## config.mk

```make
export PLATFORM = sky130hd
export DESIGN_NAME = shift_register_piso_flat
export DESIGN_NICKNAME = d
export VERILOG_FILES = /design/src/rtl/shift_register_piso_if.sv /design/src/rtl/shift_register_piso.sv /design/src/flat_wrapper.sv
export SDC_FILE = /design/constraint.sdc
export NUM_CORES = 1
export LEC_CHECK = 0
export CAP_MARGIN = 5
export CORE_MARGIN = 4
export CORE_UTILIZATION = 50
export CTS_BUF_LIST = sky130_fd_sc_hd__clkbuf_8
export CTS_CLUSTER_DIAMETER = 200
export DETAILED_ROUTE_END_ITERATION = 8
export PLACE_DENSITY = 0.91
export SLEW_MARGIN = 15
export SYNTH_ARGS = -nofsm -noshare
export SYNTH_HDL_FRONTEND = slang
export SYNTH_SLANG_ARGS = --single-unit
```

## constraint.sdc

```tcl
create_clock -name clk -period 1.6 [get_ports clk]
set_clock_uncertainty 0.15 [all_clocks]
set_input_delay 0.32 -clock clk [delete_from_list [all_inputs] [get_ports clk]]
set_output_delay 0.32 -clock clk [all_outputs]
set_load 0.005 [all_outputs]
```

## src/rtl/shift_register_piso_if.sv

```systemverilog
// Word handshake between a sender and the PISO transmitter.
interface shift_register_piso_if #(
    parameter int WIDTH = 8
);
    logic [WIDTH-1:0] din;
    logic             din_valid;
    logic             din_ready;

    modport master (output din, output din_valid, input din_ready);
    modport slave  (input din, input din_valid, output din_ready);
endinterface

```

## src/rtl/shift_register_piso.sv

```systemverilog
// Parallel-in serial-out transmitter, LSB first, one bit per enabled edge.
//   state | meaning
//   IDLE  | line at 0, waiting for a word
//   SHIFT | sr[0] on the line, cnt = bits still to retire after the current one
module shift_register_piso #(
    parameter int WIDTH = 8
) (
    input  logic                  clk,
    input  logic                  rst,
    input  logic                  en,
    shift_register_piso_if.slave  bus,
    output logic                  serial_out,
    output logic                  busy,
    output logic                  done
);
    localparam int CNT_W = $clog2(WIDTH);
    localparam logic [CNT_W-1:0] CNT_TOP = CNT_W'(WIDTH - 1);

    typedef enum logic {IDLE, SHIFT} state_t;

    state_t           state, state_nxt;
    logic [WIDTH-1:0] sr, sr_nxt;
    logic [CNT_W-1:0] cnt, cnt_nxt;
    logic             last;

    always_ff @(posedge clk or negedge rst) begin
        if (!rst) begin
            state <= IDLE;
            sr    <= '0;
            cnt   <= '0;
        end else begin
            state <= state_nxt;
            sr    <= sr_nxt;
            cnt   <= cnt_nxt;
        end
    end

    always_comb begin
        state_nxt = state;
        sr_nxt    = sr;
        cnt_nxt   = cnt;
        last      = (state == SHIFT) && (cnt == '0) && en;
        unique case (state)
            IDLE: begin
                if (bus.din_valid) begin
                    sr_nxt    = bus.din;
                    cnt_nxt   = CNT_TOP;
                    state_nxt = SHIFT;
                end
            end
            SHIFT: begin
                if (en) begin
                    if (cnt != '0) begin
                        sr_nxt  = {1'b0, sr[WIDTH-1:1]};
                        cnt_nxt = cnt - 1'b1;
                    end else if (bus.din_valid) begin
                        // Reload on the retiring edge so the next word follows with no gap.
                        sr_nxt  = bus.din;
                        cnt_nxt = CNT_TOP;
                    end else begin
                        sr_nxt    = '0;
                        state_nxt = IDLE;
                    end
                end
            end
            default: state_nxt = IDLE;
        endcase
    end

    assign serial_out    = sr[0];
    assign busy          = (state == SHIFT);
    assign done          = last;
    assign bus.din_ready = (state == IDLE) || last;
endmodule
```

## src/flat_wrapper.sv

```systemverilog
// flat-port wrapper written by rule: the top's interface ports become plain ports
module shift_register_piso_flat 
#(
    parameter int WIDTH = 8
)
  (clk, rst, en, serial_out, busy, done, bus_din, bus_din_valid, bus_din_ready);
  shift_register_piso_if #(.WIDTH(WIDTH)) bus_i ();
  input  logic clk;
  input  logic rst;
  input  logic en;
  output logic serial_out;
  output logic busy;
  output logic done;
  input wire logic [$bits(bus_i.din)-1:0] bus_din;
  input wire logic [$bits(bus_i.din_valid)-1:0] bus_din_valid;
  output wire logic [$bits(bus_i.din_ready)-1:0] bus_din_ready;
  assign bus_i.din = bus_din;
  assign bus_i.din_valid = bus_din_valid;
  assign bus_din_ready = bus_i.din_ready;
  shift_register_piso #(.WIDTH(WIDTH)) u_core (.clk(clk), .rst(rst), .en(en), .bus(bus_i), .serial_out(serial_out), .busy(busy), .done(done));
endmodule
```

### Yosys cells after proc, flatten, opt, wreduce, memory -nomap -nowiden

Index checks and enable logic that the tools add are counted.

* flip-flop bits (word level): 12
* bits of input ports: 12

* add/subtract/negate cells: 1
* eq/ne operators: 2
* mux-type cells: 13
* bitwise logic cells: 1
* reductions and logical operators: 6

Operator list (number)
* 8-bit 2-to-1 mux: 4
* 8-bit one-hot mux with 2 select lines: 1
* 3-bit 2-to-1 mux: 3
* 3-bit one-hot mux with 2 select lines: 1
* 2-bit inequality test (second input constant): 2
* 3-bit zero test: 1
* 1-bit 2-to-1 mux: 3
* 3-bit nonzero test: 1
* 3-bit by 1-bit subtractor with 3-bit output (second input constant): 1
* 1-bit logical AND: 2
* 1-bit one-hot mux with 2 select lines: 1
* 2-bit AND reduction: 1
* 1-bit logical OR: 1
* 1-bit inverter: 1

### Longest topological paths before layout

Gate-level depths: netlist (run 1).

* word-level depth: 4
* gate-level depth with buffers: 6
* depth with buffers taken out: 5

### Worst setup path before layout (run 1)

No wires, ideal clock.

* kind: reg2out
* from: register u_core.cnt[0]
* to: output port done
* arrival: 1039 ps
* required time: 1130 ps
* setup slack: 91 ps
* cell stages (with the launch flop): 5
* cells stage by stage: dfrtp_1 -> inv_1 -> ha_1 -> nor2b_1 -> and3_1

* longest elaborated chain between the ends: 3

Ends and longest elaborated chain
* from (decl): line shift_register_piso.sv:23 `logic [CNT_W-1:0] cnt, cnt_nxt;`
* from (signal assigned): line shift_register_piso.sv:34 `cnt <= cnt_nxt;`
* 3-bit zero test: line shift_register_piso.sv:42 `last = (state == SHIFT) && (cnt == '0) && en;`
* 1-bit logical AND (2 in series): line shift_register_piso.sv:42
* to (decl): line flat_wrapper.sv:13 `output logic done;`

Every way passes these cells.

### Final worst setup path (run 1)

Ends and elaborated chain as after synthesis.

==> results.py, run 1 <==
metrics = {
    "global_route": {
        "grt_pass1_wl_microns": 3680,
        "grt_pass1_vias": 772,
        "grt_use_total_pct": 26.8,
        "antenna_found_initial": 0,
        "grt_max_degree": 17,
        "grt.overflow.total": 0,
    },
    "die": {
        "die_h_microns": 44.9,
        "initial_core_util_pct": 53.1,
        "die_w_microns": 44.9,
        "row_count": 13,
        "die_area_sq_um": 2020,
        "core_area_sq_um": 1280,
        "io_pins": 16,
    },
    "final_layout": {
        "num_antenna_cells": 0,
        "area_growth_pct": 67.2,
        "layout-drive-gt1-share_pct": 47.3,
        "stdcell_area_sq_um": 1140,
        "final_cell_mix": "buf_4 (20), dfrtp_1 (12), clkdlybuf4s50_1 (11), nand3_1 (8), o21ai_2 (7)",
        "fin_nets": 127,
        "mostFrequentLayoutCell": "buf_4",
    },
    "detailed_routing": {
        "drt-total-wl_microns": 2840,
        "met3_length_microns": 223,
        "drc_errors": 0,
        "viasPerCell": 6.56,
        "antenna_left": 0,
        "dr.pass1.iters": 4,
        "drt_iter0_markers": 45,
        "avgRoutedWirePerCell_microns": 22.4,
        "met2WireLength_microns": 1350,
        "vias": 833,
        "wl_met1_microns": 1040,
        "routed.top_layer": "met4",
    },
    "worst_setup_path": {
        "cp.arrival_ns": 1.34,
        "critPathCapture": "done",
        "r2r_cells": 7,
        "end_kind": "primary output",
        "r2r_setup_slack_ns": -0.19,
        "startpoint": "u_core.cnt[0]",
        "worstPathRequired_ns": 1.13,
        "worstPathMaxFanout": 3,
        "r2r-start": "u_core.cnt[0]",
        "path_class": "reg -> out",
        "start_kind": "flip-flop",
        "r2r-end": "u_core.sr[3]",
    },
    "power_and_ir_drop": {
        "pwr-share-clk_pct": 18.8,
        "power.switching_uw": 695,
        "p_leak_uw": 0.000501,
        "ir_worst_vdd_uv": 1120,
        "cell_internal_pwr_uw": 1160,
        "seqPwrFrac_pct": 28.4,
        "p_comb_share_pct": 52.7,
        "swShare_pct": 37.5,
        "pwr_density_cell_nw_per_um2": 1630,
    },
    "timing": {
        "worstMarginPinSlew_ns": 0.239,
        "post-route-period-util_pct": 113,
        "slew_viol_final": 0,
        "setup_viol": 10,
        "fmax_mhz": 554,
        "setup_ws_ns": -0.206,
        "period_needed_ns": 1.81,
        "whs_ns": 0.214,
        "hold_violations": 0,
        "rsz0062_at_grt": "true",
        "relSlewSlack_pct": 84.1,
    },
    "place": {
        "gp_congestion": 0.786,
        "placed_area_sq_um": 908,
        "dp_hpwl_microns": 1230,
        "port_buffers": 15,
        "post-place-ws_ns": -0.380,
    },
    "synth": {
        "yosysWarningCount": 0,
        "syn-num-nets": 90,
        "async_flop_share_pct": 100,
        "seq_area_frac_synth_pct": 44.0,
        "syn_avg_cell_area_sq_um": 8.97,
        "yosysTopAreaCell": "dfrtp_1",
        "synth_edf_count": 0,
        "synth-seq-cells": 12,
        "synth_flop_cell": "dfrtp_1",
        "synth_area_leaders": "dfrtp_1 (44%), o21ai_0 (7.3%), nand3_1 (5.9%), a31oi_1 (5.5%), ha_1 (3.7%)",
        "netlist_area_sq_um": 682,
        "synth_top_area_share_pct": 44.0,
        "synth_cell_types": 27,
        "netlist_instances": 76,
    },
    "clocking": {
        "root_buffer": "clkbuf_8",
        "cts.sinks": 12,
        "path_clk_slew_ns": 0.06,
        "cts_buffers": 3,
        "cts_hold_buf": 0,
        "clk_latency_ns": 0.25,
        "cts_tree": "built",
        "clockBufferDepth": 2,
        "htreeDepth": 1,
    },
    "flow_run": {
        "cap_violations": 0,
    },
    "min_path": {
        "worstHoldPathType": "in -> async",
    },
    "status": {
        "outcome": "complete, but fails checks",
        "failed_checks": "negative setup slack",
    },
}
==> synth_stat cells, types with 3 or more instances <==
| cell type | count |
|---|---|
| dfrtp_1 | 12 |
| o21ai_0 | 10 |
| nor2_1 | 6 |
| a31oi_1 | 6 |
| nand3_1 | 8 |
| inv_1 | 4 |
| nand2_1 | 3 |
==> how the worst min path moves through the flow <==
stage,startpoint,to
after floorplan,rst,u_core.busy
after global placement,u_core.sr[7],u_core.sr[7]
after detailed placement,u_core.sr[3],u_core.sr[3]
after CTS,rst,u_core.sr[0]
after global routing,rst,u_core.sr[0]
final,rst,u_core.sr[0]
==> through the flow <==
stage	utilization, %	instances	setup TNS [ns]	power (uW)
finish	88.7	127	-1.28	1850
global route	88.7	127	-1.66	1940
CTS	81.8	124	-0.352	1640
detailed placement	70.7	113	-1.72	1150
global placement	70.7	113	-1.43	1090
floorplan	-	76	0	855
==> critical path, stage by stage (launching register included) <==
cell and delay (ns):
dfrtp_1 0.41, inv_2 0.10, ha_4 0.13, nor2b_4 0.16, and3_4 0.19, buf_6 0.09
==> metal layers <==
layer | global-route usage, % | vias to the layer above
met5 | 0 | -
met2 | 44.1 | 60
met3 | 7.97 | 24
met1 | 27.9 | 406
met4 | 21.6 | 0
li1 | - | 343
==> power by group through the flow <==
stage	Clock, uW	Combinational [uW]	Sequential, uW
2_1_floorplan	0	359	496
5_1_grt	368	1040	535
4_1_cts	347	787	505
3_3_place_gp	0	599	494
3_5_place_dp	0	645	501
6_report	349	978	527
==> area by class of cell <==
cell class / count / area [sq um]
Clock buffer: 4 / 55.1
Fill cell: 54 / 145
Inverter: 4 / 15.0
Multi-Input combinational cell: 55 / 430
Sequential cell: 12 / 300
Tap cell: 15 / 18.8
Timing Repair Buffer: 37 / 320
==> sequential cells by signal, summed over array words and instances (netlist names) <==
register     cells
u_core.sr        8
u_core.cnt       3
u_core.busy      1
==> logic make-up after synthesis <==
group | synth area share, %
buffers and inverters | 8.07
adder cells (fa/ha/maj) | 3.67
AO/OA/AOI/OAI | 23.5
multiplexers | 2.20
AND/OR/NAND/NOR | 18.5
flip-flops | 44.0
==> repair_timing <==
action | 4_1_cts | 5_1_grt
gates resized for setup | 29 | 16
setup buffers | 7 | 4
gates cloned | 0 | 1
setup endpoints to repair | 5 | 14
hold endpoints to repair | 0 | 0
pin swaps | 2 | 7
(Power assumes the default switching activity.)
==> run 2: changes to the inputs <==
--- a/config.mk
+++ b/config.mk
@@ -12,7 +12,7 @@
 export CTS_CLUSTER_DIAMETER = 200
 export DETAILED_ROUTE_END_ITERATION = 8
 export PLACE_DENSITY = 0.91
-export SLEW_MARGIN = 15
+export SLEW_MARGIN = 20
 export SYNTH_ARGS = -nofsm -noshare
 export SYNTH_HDL_FRONTEND = slang
 export SYNTH_SLANG_ARGS = --single-unit
==> results of run 2 <==
The final DEF is identical to that of run 1; final timing and power are the same.
==> run 3: changes to the inputs <==
--- a/config.mk
+++ b/config.mk
@@ -12,6 +12,7 @@
 export CTS_CLUSTER_DIAMETER = 200
 export DETAILED_ROUTE_END_ITERATION = 8
 export PLACE_DENSITY = 0.91
+export RECOVER_POWER = 100
 export SLEW_MARGIN = 20
 export SYNTH_ARGS = -nofsm -noshare
 export SYNTH_HDL_FRONTEND = slang
==> run 3 against run 2 <==
The flow still finishes with violations (negative setup slack). Hold slack improved by 0.20 ns. Fmax barely moved. Clock power about the same. Core utilization decreased by 0.29 points. Non-clock buffer count stayed put. Sequential power is essentially flat.
==> results.py, run 3 (synthesized netlist as in run 1, its figures left out) <==
metrics = {
    "detailed_routing": {
        "drc_errors": 0,
        "antenna_left": 0,
        "dr.pass1.iters": 4,
        "viasPerCell": 6.57,
        "vias": 834,
        "drt_iter0_markers": 45,
        "avgRoutedWirePerCell_microns": 22.2,
        "drt-total-wl_microns": 2820,
    },
    "die": {
        "row_count": 13,
        "die_area_sq_um": 2020,
        "io_pins": 16,
        "initial_core_util_pct": 53.1,
        "die_h_microns": 44.9,
        "core_area_sq_um": 1280,
        "die_w_microns": 44.9,
    },
    "power_and_ir_drop": {
        "pwr_density_cell_nw_per_um2": 1630,
        "ir_worst_vdd_uv": 1110,
        "p_leak_uw": 0.000497,
    },
    "status": {
        "failed_checks": "negative setup slack",
        "outcome": "complete, but fails checks",
    },
    "timing": {
        "whs_ns": 0.412,
        "slew_viol_final": 0,
        "worstMarginPinSlew_ns": 0.691,
        "setup_ws_ns": -0.205,
        "fin_setup_tns_ns": -1.26,
        "hold_violations": 0,
        "period_needed_ns": 1.81,
        "setup_viol": 10,
        "fmax_mhz": 554,
        "relSlewSlack_pct": 53.9,
        "rsz0062_at_grt": "true",
        "post-route-period-util_pct": 113,
    },
    "worst_setup_path": {
        "end_kind": "primary output",
        "start_kind": "flip-flop",
        "worstPathMaxFanout": 3,
        "cp.arrival_ns": 1.34,
        "path_class": "reg -> out",
        "worstPathRequired_ns": 1.13,
    },
    "clocking": {
        "cts_tree": "built",
        "clockBufferDepth": 2,
        "clk_latency_ns": 0.25,
        "cts_buffers": 3,
        "cts.sinks": 12,
        "htreeDepth": 1,
        "cts_hold_buf": 0,
        "root_buffer": "clkbuf_8",
        "path_clk_slew_ns": 0.06,
    },
    "final_layout": {
        "mostFrequentLayoutCell": "buf_4",
        "layout-drive-gt1-share_pct": 46.4,
        "fillCellCount": 56,
        "largest_reg_flops": 8,
        "largest_register": "u_core.sr",
        "area_growth_pct": 66.6,
        "num_antenna_cells": 0,
        "fin_nets": 127,
        "stdcell_area_sq_um": 1140,
        "final_cell_mix": "buf_4 (19), dfrtp_1 (12), clkdlybuf4s50_1 (10), nand3_1 (8), o21ai_2 (7)",
    },
    "place": {
        "dp_hpwl_microns": 1230,
        "gp_congestion": 0.786,
        "port_buffers": 15,
        "placed_area_sq_um": 908,
    },
    "global_route": {
        "grt.overflow.total": 0,
        "gr-usage-met1_pct": 27.9,
        "use_met3_pct": 7.97,
        "busiest_layer": "met2",
        "grt_pass1_vias": 772,
        "antenna_found_initial": 0,
        "grt_use_met2_pct": 44.1,
        "grt_use_total_pct": 26.8,
        "grt_max_degree": 17,
        "grt_pass1_wl_microns": 3680,
    },
    "min_path": {
        "worstHoldPathType": "reg -> reg",
    },
    "flow_run": {
        "cap_violations": 0,
    },
}
run 3: metal layers:
metal	vias to the layer above	share of wire, %
li1	343	-
met1	403	37
met2	62	47
met3	26	7.6
met4	0	8.4
met5	-	0
run 3: final timing paths:
kind	start	end	slack, ns	cells past startpoint
setup / recovery	u_core.cnt[0]	done	-0.21	5
hold reg to reg	u_core.sr[2]	u_core.sr[2]	0.41	2
hold / removal	u_core.sr[2]	u_core.sr[2]	0.41	2
min in group asynchronous	rst	u_core.sr[0]	0.46	2
max in group asynchronous	rst	u_core.sr[5]	0.39	2
setup reg to reg	u_core.cnt[0]	u_core.sr[3]	-0.19	7
run 3: final cells by class:
| type | count | area (sq um) | area share (%) |
|---|---|---|---|
| clock buffer | 4 | 55.1 | 4.85 |
| inverter | 4 | 15.0 | 1.32 |
| multi-input combinational | 55 | 430 | 37.9 |
| sequential | 12 | 300 | 26.4 |
| tap | 15 | 18.8 | 1.65 |
| timing repair buffer | 37 | 317 | 27.9 |
run 3: power by group:
group	internal (uW)	switching, uW
Combinational	512	463
Sequential	427	99.0
Clock	218	131
run 3: repair_timing:
item	4_1_cts	5_1_grt
setup endpoints to repair	5	14
cloned	0	1
pin swaps	2	7
buffers inserted	7	4
gates resized for setup	29	16
hold endpoints to repair	0	0
run 3: worst max-delay path: stages (launching register included):
cell and delay (ns):
dfrtp_1 0.41, inv_2 0.10, ha_4 0.13, nor2b_4 0.16, and3_4 0.19, buf_6 0.09
run 3: through the flow:
step / setup WS (ns) / std cells / utilization [%] / power [uW]
global placement: -0.321 / 113 / 70.7 / 1090
CTS: -0.131 / 124 / 81.8 / 1640
global route: -0.243 / 127 / 88.4 / 1940
detailed placement: -0.380 / 113 / 70.7 / 1150
floorplan: 0.0910 / 76 / - / 855
finish: -0.205 / 127 / 88.4 / 1850
